`config.mk`:
```
export PLATFORM = sky130hd
export DESIGN_NAME = cnt163_param
export DESIGN_NICKNAME = d
export VERILOG_FILES = /design/src/rtl/cnt163_param.sv
export SDC_FILE = /design/constraint.sdc
export NUM_CORES = 1
export LEC_CHECK = 0
export ABC_AREA = 1
export CORE_AREA = 5 5 42 44
export DETAILED_ROUTE_END_ITERATION = 7
export DIE_AREA = 0 0 47 49
export PLACE_DENSITY_LB_ADDON = 0.25
export SETUP_SLACK_MARGIN = 0.3
export SLEW_MARGIN = 20
export SYNTH_ARGS = -nofsm -noshare
export SYNTH_HDL_FRONTEND = slang
export SYNTH_SLANG_ARGS = --single-unit
```
`constraint.sdc`:
```
create_clock -name clk -period 1.76 [get_ports clk]
set_input_delay 0.264 -clock clk [delete_from_list [all_inputs] [get_ports clk]]
set_output_delay 0.264 -clock clk [all_outputs]
set_load 0.02 [all_outputs]
```
`src/rtl/cnt163_param.sv`:
```
// rtl/cnt163_param.sv - parameterised 74x163-style synchronous up/down modulus counter
// Priority per edge: clear, load, count, hold; rco is combinational for cascading.
module cnt163_param #(
    parameter int unsigned     WIDTH   = 4,
    parameter longint unsigned MODULUS = 16
) (
    input  logic             clk,
    input  logic             rst_n,
    input  logic             clr_n,
    input  logic             load_n,
    input  logic             enp,
    input  logic             ent,
    input  logic             up,
    input  logic [WIDTH-1:0] d,
    output logic [WIDTH-1:0] q,
    output logic             rco,
    output logic             wrap
);

    generate
        if (WIDTH < 2 || WIDTH > 32) begin : g_bad_width
            $error("cnt163_param: WIDTH must be in 2..32");
        end
        if (MODULUS < 2 || MODULUS > (64'd1 << WIDTH)) begin : g_bad_modulus
            $error("cnt163_param: MODULUS must be in 2..2^WIDTH");
        end
    endgenerate

    localparam logic [WIDTH-1:0] TERM  = WIDTH'(MODULUS - 64'd1);
    localparam logic [WIDTH-1:0] ONE   = WIDTH'(1);
    // One extra bit so the range test stays meaningful when MODULUS == 2^WIDTH.
    localparam logic [WIDTH:0]   MOD_W = (WIDTH+1)'(MODULUS);

    logic             at_zero;
    logic             at_term;
    logic             in_range;
    logic [WIDTH-1:0] next_q;
    logic             next_wrap;

    always_comb begin
        at_zero  = (q == '0);
        at_term  = (q == TERM);
        in_range = ({1'b0, q} < MOD_W);
        rco      = ent & (up ? at_term : at_zero);
    end

    always_comb begin
        next_q    = q;
        next_wrap = 1'b0;
        if (!clr_n) begin
            next_q = '0;
        end else if (!load_n) begin
            next_q = d;
        end else if (enp && ent) begin
            if (up) begin
                // Out-of-range values fold to zero silently; only TERM wraps.
                if (in_range && !at_term) begin
                    next_q = q + ONE;
                end else begin
                    next_q    = '0;
                    next_wrap = at_term;
                end
            end else begin
                if (at_zero) begin
                    next_q    = TERM;
                    next_wrap = 1'b1;
                end else if (in_range) begin
                    next_q = q - ONE;
                end else begin
                    next_q = TERM;
                end
            end
        end
    end

    always_ff @(posedge clk or negedge rst_n) begin
        if (!rst_n) begin
            q    <= '0;
            wrap <= 1'b0;
        end else begin
            q    <= next_q;
            wrap <= next_wrap;
        end
    end

endmodule

```
Yosys cells after proc, flatten, opt, wreduce, memory -nomap -nowiden
Cells that the tools add are included.
Operators by class
  add/subtract/negate cells: 2
  equal/unequal tests: 2
  mux-type cells: 13
  bitwise gates (word level): 1
  reductions and logical operators: 2
Operators with widths (count)
  $mux W4: 6
  $mux W1: 7
  $add A4 B1 Y4 const B: 1
  $eq A4 B4 Y1 const B: 1
  $logic_not A4 Y1: 1
  $sub A4 B1 Y4 const B: 1
  $ne A3 B2 Y1 const B: 1
  $and A1 B1 Y1: 1
  $logic_and A1 B1 Y1: 1
Storage, ports and cells
  register bits after elaboration: 5
  input bits: 11
  output and inout bits: 6
  logic and storage cells: 22

Logic depth before layout (Yosys ltp)
Gate-level depths: netlist of the first run.
  word-level depth: 6
  depth in mapped cells: 10
  mapped depth without buffers: 10

Worst setup path after synthesis of the first run
Ideal clock, no wire load.
  path kind: flip-flop to output port
  start point: reg q[1]
  end point: out rco
  arrival: 1299 ps
  required time: 1496 ps
  slack: 197 ps
  stages on the path, launching flop included: 6
  buffers on the path: 0
  cells stage by stage: dfrtp_1 ha_1 nand2_1 o21ai_0 nand2_1 nor2_1
Between the ends
  cells in the longest elaborated chain, start to end: 3
  elaborated cells between the ends (all ways): 4
  those cells by class: 1 x eq/ne; 1 x mux; 1 x bitwise; 1 x reduce/logical
Ends and longest elaborated chain
  start: declaration: RTL line 15  | output logic [WIDTH-1:0] q,
  start signal: assignment: RTL line 81  | q <= next_q;
  $eq A4 B4 Y1 or $logic_not A4 Y1 (tied branches): RTL line 42, 41
  $mux W1 (*): RTL line 44  | rco = ent & (up ? at_term : at_zero);
  $and A1 B1 Y1 (*): RTL line 44
  end: declaration: RTL line 16  | output logic rco,
Mark *: on every way between the ends. The rest lies on a longest branch, timed or not.

Worst setup path in the final report of the first run
Same ends and word-level chain as after synthesis.

==> results of run 1 <==
[through the flow]
step,hold WS (ns),setup slack (ns),util (%),total power [mW],TNS (ns)
global route,0.2544,0.06655,51.61,0.5023,0
detailed placement,0.4957,-0.1696,48.48,0.3331,-0.1696
CTS,0.2446,0.1268,49.64,0.4563,0
global placement,0.4948,-0.1529,48.48,0.3327,-0.1529
floorplan,-0.03159,0.3012,-,0.2298,0
finish,0.2409,0.1510,51.61,0.4637,0
[metal layers]
| metal | wire length (um) | vias up | GRT usage, % |
|---|---|---|---|
| met5 | 0 | - | 0 |
| met4 | 13 | 0 | 5.530 |
| met3 | 49 | 2 | 1.107 |
| met2 | 576 | 12 | 15.38 |
| met1 | 517 | 230 | 15.81 |
| li1 | - | 271 | - |
[power breakdown]
part | internal, mW | leakage (nW) | total, mW | switching, mW
logic | 0.0943 | 0.290 | 0.191 | 0.0965
clock network | 0.0855 | 0.0150 | 0.129 | 0.0438
registers | 0.127 | 0.0625 | 0.144 | 0.0171
total | 0.306 | 0.368 | 0.464 | 0.157
[cells by family after synthesis]
group / after synthesis / share of synthesized area, %
simple gates: 36 / 35.93
compound gates: 10 / 13.77
buf+inv: 10 / 9.280
flops: 5 / 29.94
fa+ha+maj: 3 / 8.983
xor+xnor: 1 / 2.096
[synthesized netlist by cell type, drive strengths merged]
library cell and number:
a21oi 2, buf 1, dfrtp 5, ha 3
inv 9, nand2 21, nand3 5, nand4 1
nor2 8, nor3 1, o2111ai 1, o21ai 7
xor2 1
[critical path, stage by stage (launching register included)]
cell and delay [ns]:
dfrtp_2 0.42, ha_4 0.15, nand2_2 0.07, o21ai_2 0.16
nand2_2 0.08, nor2_2 0.11, buf_6 0.12
[worst max path at each step]
stage / start / end / slack (ns) / cells past startpoint
after floorplan: q[0] / rco / 0.30 / 5
after global placement: up / rco / -0.15 / 6
after detailed placement: up / rco / -0.17 / 6
after CTS: q[1] / rco / 0.13 / 7
after global routing: q[1] / rco / 0.07 / 6
final: q[1] / rco / 0.15 / 6
[repair_timing]
item / in CTS / in global routing
pin swaps: 0 / 4
hold buffers: 0 / 0
resized for setup: 9 / 13
endpoints found under the hold margin: 0 / 0
setup endpoints to repair: 5 / 2
[sequential cells by signal, summed over array words and instances, names as in the netlist]
signal,count
q,4
wrap,1
[area by class of cell]
type                       instances  area, um2  share of cell area (%)
clock buffer                       4      26.28                   3.633
multi-input combinational         50      280.3                   38.75
timing repair buffer              27      235.2                   32.53
tap                               16      20.02                   2.768
sequential                         5      127.6                   17.65
inverter                           9      33.78                   4.671
==> impl_results.md, run 1 <==
* Distinct cells, synth at 18
* Post-Syn Area per Cell at 6.429 um2
* Via density at 4.640
* Placed inst area at 679.4 um2
* Most common cell after layout, fill and taps aside: nand2_1
* Fmax at 621.5 MHz
* 1st-iter DRT viols at 7
* Syn Std Cell Area at 417.9 um2
* Core Footprint at 1401 um2
* CTS tree: done
* Rel. slew slack at 83.38%
* Drt drc at 0
* CTS root buffer: clkbuf_4
* Die area at 2303 um2
* Outcome: completed
* Synth top area share at 29.94%
* Skew-Pair Late Insertion Delay at 0.24 ns
* Post-DP HPWL at 920.2 um
* Layout Nets at 110
* Placed Cells at 107
* GRT Total Usage at 10.89%
* Syn Nets at 79
* Worst setup SP type: flip-flop
* Gr ovfl total at 0
* Post-route ant nets at 0
* Setup Crit Path Kind: flip-flop to output port
* H-Tree Depth at 1
* Final setup viols at 0
* Rows at 14
* Post-Syn Instances at 65
* Maximum vdd ir drop at 0.2900 mV
* Critical Path End Type: output port
* Initial antenna violation count at 0
* Synth warn at 0
* Synth Register Bits at 5
* Seq/Total Area, Yosys at 29.94%
* RR Startpoint: q[0]
* Total CTS buffers at 3
* WP data required at 1.50 ns
* Port buffer count at 16
* Final Slew Violations at 0
* Vias in the first global route at 459
* Post-layout min period at 1.609 ns
* Largest net degree at the start of global routing at 8
* Worst-Margin Slew at 0.2486 ns
* Fin Clk Skew at 0.0009217 ns
* Worst Hold Class: primary input to async pin
* Most frequent cells in the layout: nand2_1, clkdlybuf4s50_1, buf_4, inv_1, nor2_1
* DR vias at 515
* First-pass DRT Iterations at 3
* Period utilization at 91.42%
* CTS clk-pin slew, worst paths at 0.04 ns
* Synth top area cells: dfrtp_1, nand2_1, ha_1
* Reg2reg end: q[2]
* Fillers at 147
* Die height at 49 um
* Initial cell density of the core at 29.82%
* Worst reg2reg path depth at 8
* Leakage at 0.3677 nW
* Die Span X at 47 um
* Critical path fanouts, max at 4
* Worst Path Arrival at 1.35 ns
* Synth area leader: dfrtp_1
* Post-Layout Cell Count at 111
* Final hold violations at 0
* RSZ-0062 raised after global routing: true
* Cell area after layout at 723.2 um2
* Share of post-route cells with drive strength above 1 at 31.58%
* Max-cap violations at 0
* Wire per inst at 10.41 um
* Post-CTS Setup Repair Bufs at 0
* Top Ports at 17
* Clock Tree Buf Depth at 2
* Routability cong. at 0.7839
* WL final at 1156 um
* First-pass GRT wire length at 1876 um
* Power Dens Cells at 641.2 nW/um2
* Sink Count at 5
* Antenna diodes at 0
* Syn-to-layout area delta at 73.05%
* R2r setup slk at 0.39 ns
(Power assumes the default switching activity.)
==> run 2: changes to the inputs <==
--- a/config.mk
+++ b/config.mk
@@ -7,11 +7,12 @@
 export LEC_CHECK = 0
 export ABC_AREA = 1
 export CORE_AREA = 5 5 42 44
+export CTS_CLUSTER_DIAMETER = 60
 export DETAILED_ROUTE_END_ITERATION = 7
 export DIE_AREA = 0 0 47 49
 export PLACE_DENSITY_LB_ADDON = 0.25
 export SETUP_SLACK_MARGIN = 0.3
-export SLEW_MARGIN = 20
+export SLEW_MARGIN = 10
 export SYNTH_ARGS = -nofsm -noshare
 export SYNTH_HDL_FRONTEND = slang
 export SYNTH_SLANG_ARGS = --single-unit
==> results of run 2 <==
Final layout, timing and power as in run 1 (identical DEF).
==> run 3: changes to the inputs <==
--- a/config.mk
+++ b/config.mk
@@ -5,7 +5,6 @@
 export SDC_FILE = /design/constraint.sdc
 export NUM_CORES = 1
 export LEC_CHECK = 0
-export ABC_AREA = 1
 export CORE_AREA = 5 5 42 44
 export CTS_CLUSTER_DIAMETER = 60
 export DETAILED_ROUTE_END_ITERATION = 7
==> impl_results.md, run 3 <==
* Outcome: completed (unchanged)
* First-pass GRT wire length at 2194 um (was 1876 um)
* Post-Syn Instances at 47 (was 65)
* Final worst setup slack at 0.02436 ns (was 0.1510 ns)
* Layout Nets at 98 (was 110)
* Max FFs per register at 4 (unchanged)
* Sink Count at 5 (unchanged)
* CTS clk-pin slew, worst paths at 0.04 ns (about the same)
* Gr ovfl total at 0 (unchanged)
* WP data required at 1.92 ns (was 1.50 ns)
* Syn-to-layout area delta at 94.32% (was 73.05%)
* Initial cell density of the core at 31.43% (was 29.82%)
* Post-Syn Area per Cell at 9.371 um2 (was 6.429 um2)
* Synth top area share at 28.41% (was 29.94%)
* Wire per inst at 14.49 um (was 10.41 um)
* Period utilization at 98.62% (was 91.42%)
* Syn Nets at 61 (was 79)
* Setup WS pre-CTS at -0.3459 ns (was -0.1696 ns)
* Critical Path End Type: flip-flop (was output port)
* Cts hold-fix bufs at 0 (unchanged)
* Worst Path Arrival at 1.90 ns (was 1.35 ns)
* Final setup viols at 0 (unchanged)
* WL final at 1435 um (was 1156 um)
* Vias in the first global route at 519 (was 459)
* Worst setup SP type: flip-flop (unchanged)
* Critical path fanouts, max at 2 (was 4)
* Total CTS buffers at 3 (unchanged)
* Post-layout min period at 1.736 ns (was 1.609 ns)
* Skew-Pair Late Insertion Delay at 0.24 ns (about the same)
* Synth area leader: dfrtp_1 (unchanged)
* Max-cap violations at 0 (unchanged)
* Synth Register Bits at 5 (unchanged)
* Initial antenna violation count at 0 (unchanged)
* Rel. slew slack at 80.05% (was 83.38%)
* Power Dens Cells at 586.4 nW/um2 (was 641.2 nW/um2)
* CTS tree: done (unchanged)
* Top reg by flops: q (unchanged)
* Top Ports at 17 (unchanged)
* Final Slew Violations at 0 (unchanged)
* Seq/Total Area, Yosys at 28.41% (was 29.94%)
* Synth top area cells: dfrtp_1, ha_1, a21oi_1 (was dfrtp_1, nand2_1, ha_1)
* Worst Hold Class: primary input to async pin (unchanged)
* Via density at 4.939 (was 4.640)
* Leakage at 0.3869 nW (was 0.3677 nW)
* Clock Tree Buf Depth at 2 (unchanged)
* Crit-path max cell delay at 0.40 ns (was 0.42 ns)
* GRT Total Usage at 13.77% (was 10.89%)
* Share of post-route cells with drive strength above 1 at 46.99% (was 31.58%)
* Antenna diodes at 0 (unchanged)
* 1st-iter DRT viols at 9 (was 7)
* Most frequent cells after synthesis: a21oi_1, dfrtp_1, ha_1 (was nand2_1, inv_1, nor2_1)
* Die area at 2303 um2 (unchanged)
* Die Span X at 47 um (unchanged)
* Top cell by count, worst path: buf_6 (was nand2_2)
* Routability cong. at 0.7515 (was 0.7839)
* First-pass DRT Iterations at 4 (was 3)
* Post-synth ARST share at 100.0% (unchanged)
* Worst-Margin Slew at 0.2983 ns (was 0.2486 ns)
* CP max stage cell: dfrtp_2 (unchanged)
* Post-DP HPWL at 901.3 um (was 920.2 um)
* CP cell instances: inv_2, ha_4, nand2b_4, buf_6, buf_6, buf_6, buf_6, buf_6, a21oi_4, a31oi_1, a21oi_1 (was ha_4, nand2_2, o21ai_2, nand2_2, nor2_2, buf_6)
* Maximum vdd ir drop at 0.3551 mV (was 0.2900 mV)
* Fin Clk Skew at 0.003916 ns (was 0.0009217 ns)
* Most frequent cells in the layout: buf_4, clkdlybuf4s50_1, buf_6, dlygate4sd2_1 (was nand2_1, clkdlybuf4s50_1, buf_4, inv_1, nor2_1)
* DR vias at 489 (was 515)
* Drt drc at 0 (unchanged)
* Setup Crit Path Kind: flip-flop to flip-flop (was flip-flop to output port)
* Final hold violations at 0 (unchanged)
* Fmax at 576.2 MHz (was 621.5 MHz)
* Post-synth EDFFs at 0 (unchanged)
* Die height at 49 um (unchanged)
* Largest net degree at the start of global routing at 9 (was 8)
* Util after Layout at 61.07% (was 51.61%)
* Primary FF master, synth: dfrtp_1 (unchanged)
* Port buffer count at 16 (unchanged)
* Post-route ant nets at 0 (unchanged)
* H-Tree Depth at 1 (unchanged)
* Syn Std Cell Area at 440.4 um2 (was 417.9 um2)
* Top flop regs: q: 4 flops, wrap: 1 flops (unchanged)
* CTS root buffer: clkbuf_4 (unchanged)
* Synth warn at 0 (unchanged)
* Core Footprint at 1401 um2 (unchanged)
* Total power at 0.5019 mW (was 0.4637 mW)
* Most common cell after layout, fill and taps aside: buf_4 (was nand2_1)
* Rows at 14 (unchanged)
* Distinct cells, synth at 30 (was 18)
* RSZ-0062 raised after global routing: true (unchanged)
==> run 3: changes by cell type in the layout (fill, tap and decap cells not counted), sizes merged, moves of 3 or more <==
cell   change
o21ai      -5
nand2     -19
inv        -6
buf        +8
a21oi      +3
nor2       -7
nand3      -5
==> run 3: layout make-up <==
cell class                 instances  area, um2
inverter                           3      11.26
timing repair buffer              35      325.3
fill                             131      545.5
multi-input combinational         36      345.3
clock buffer                       4      26.28
tap                               16      20.02
sequential                         5      127.6
==> run 3: stage by stage <==
stage          std cells  area, um2  hold WS (ns)  setup TNS [ns]
2_1_floorplan         47      445.4      -0.03159               0
3_3_place_gp          86      673.1        0.5099         -0.3612
3_5_place_dp          86      673.1        0.5211         -0.3459
4_1_cts               97      795.8        0.2555               0
5_1_grt               99      855.8        0.2634        -0.04512
6_report              99      855.8        0.2604               0
==> run 3: path summary, 6_finish.rpt <==
check                      start  depth (start not counted)  slack, ns   end
setup / recovery            q[0]                         11       0.02  q[2]
setup reg to reg            q[0]                         11       0.02  q[2]
min in group clk            d[1]                          2       0.63  q[1]
max in group asynchronous  rst_n                          1       1.26  q[0]
hold reg to reg             q[2]                          2       0.73  wrap
hold / removal             rst_n                          1       0.26  wrap
==> run 3: worst max-delay path, delay by kind of cell (launching register included) <==
family | cells | cell delay [ns]
fa+ha+maj | 1 | 0.15
simple gates | 1 | 0.07
buf+inv | 6 | 0.61
compound gates | 3 | 0.42
flops | 1 | 0.40
==> run 3: power breakdown <==
group	switching (mW)	leakage, nW	internal (mW)	total, mW
clock network	0.0461	0.0150	0.0857	0.132
registers	0.00670	0.0633	0.123	0.130
logic	0.101	0.309	0.139	0.240
==> run 3: cells by family after synthesis <==
logic type               synth area share (%)
flip-flops                              28.41
XOR/XNOR                                3.978
adder cells (fa/ha/maj)                 8.524
multiplexers                            5.681
AND/OR/NAND/NOR                         19.04
AO/OA/AOI/OAI                           25.57
buffers and inverters                   8.805
==> run 3: per-layer routing <==
| layer | up-vias | global-route usage [%] | part of all wire [%] |
|---|---|---|---|
| li1 | 243 | - | - |
| met1 | 232 | 15.96 | 41 |
| met2 | 12 | 20.81 | 55 |
| met3 | 2 | 4.428 | 3.1 |
| met4 | 0 | 8.756 | 1.3 |
| met5 | - | 0 | 0 |
==> run 3: repair_timing <==
item	CTS	global route
setup endpoints to repair	6	3
buffers inserted	7	2
endpoints found under the hold margin	0	0
gates resized for setup	19	10
pin swaps	6	8
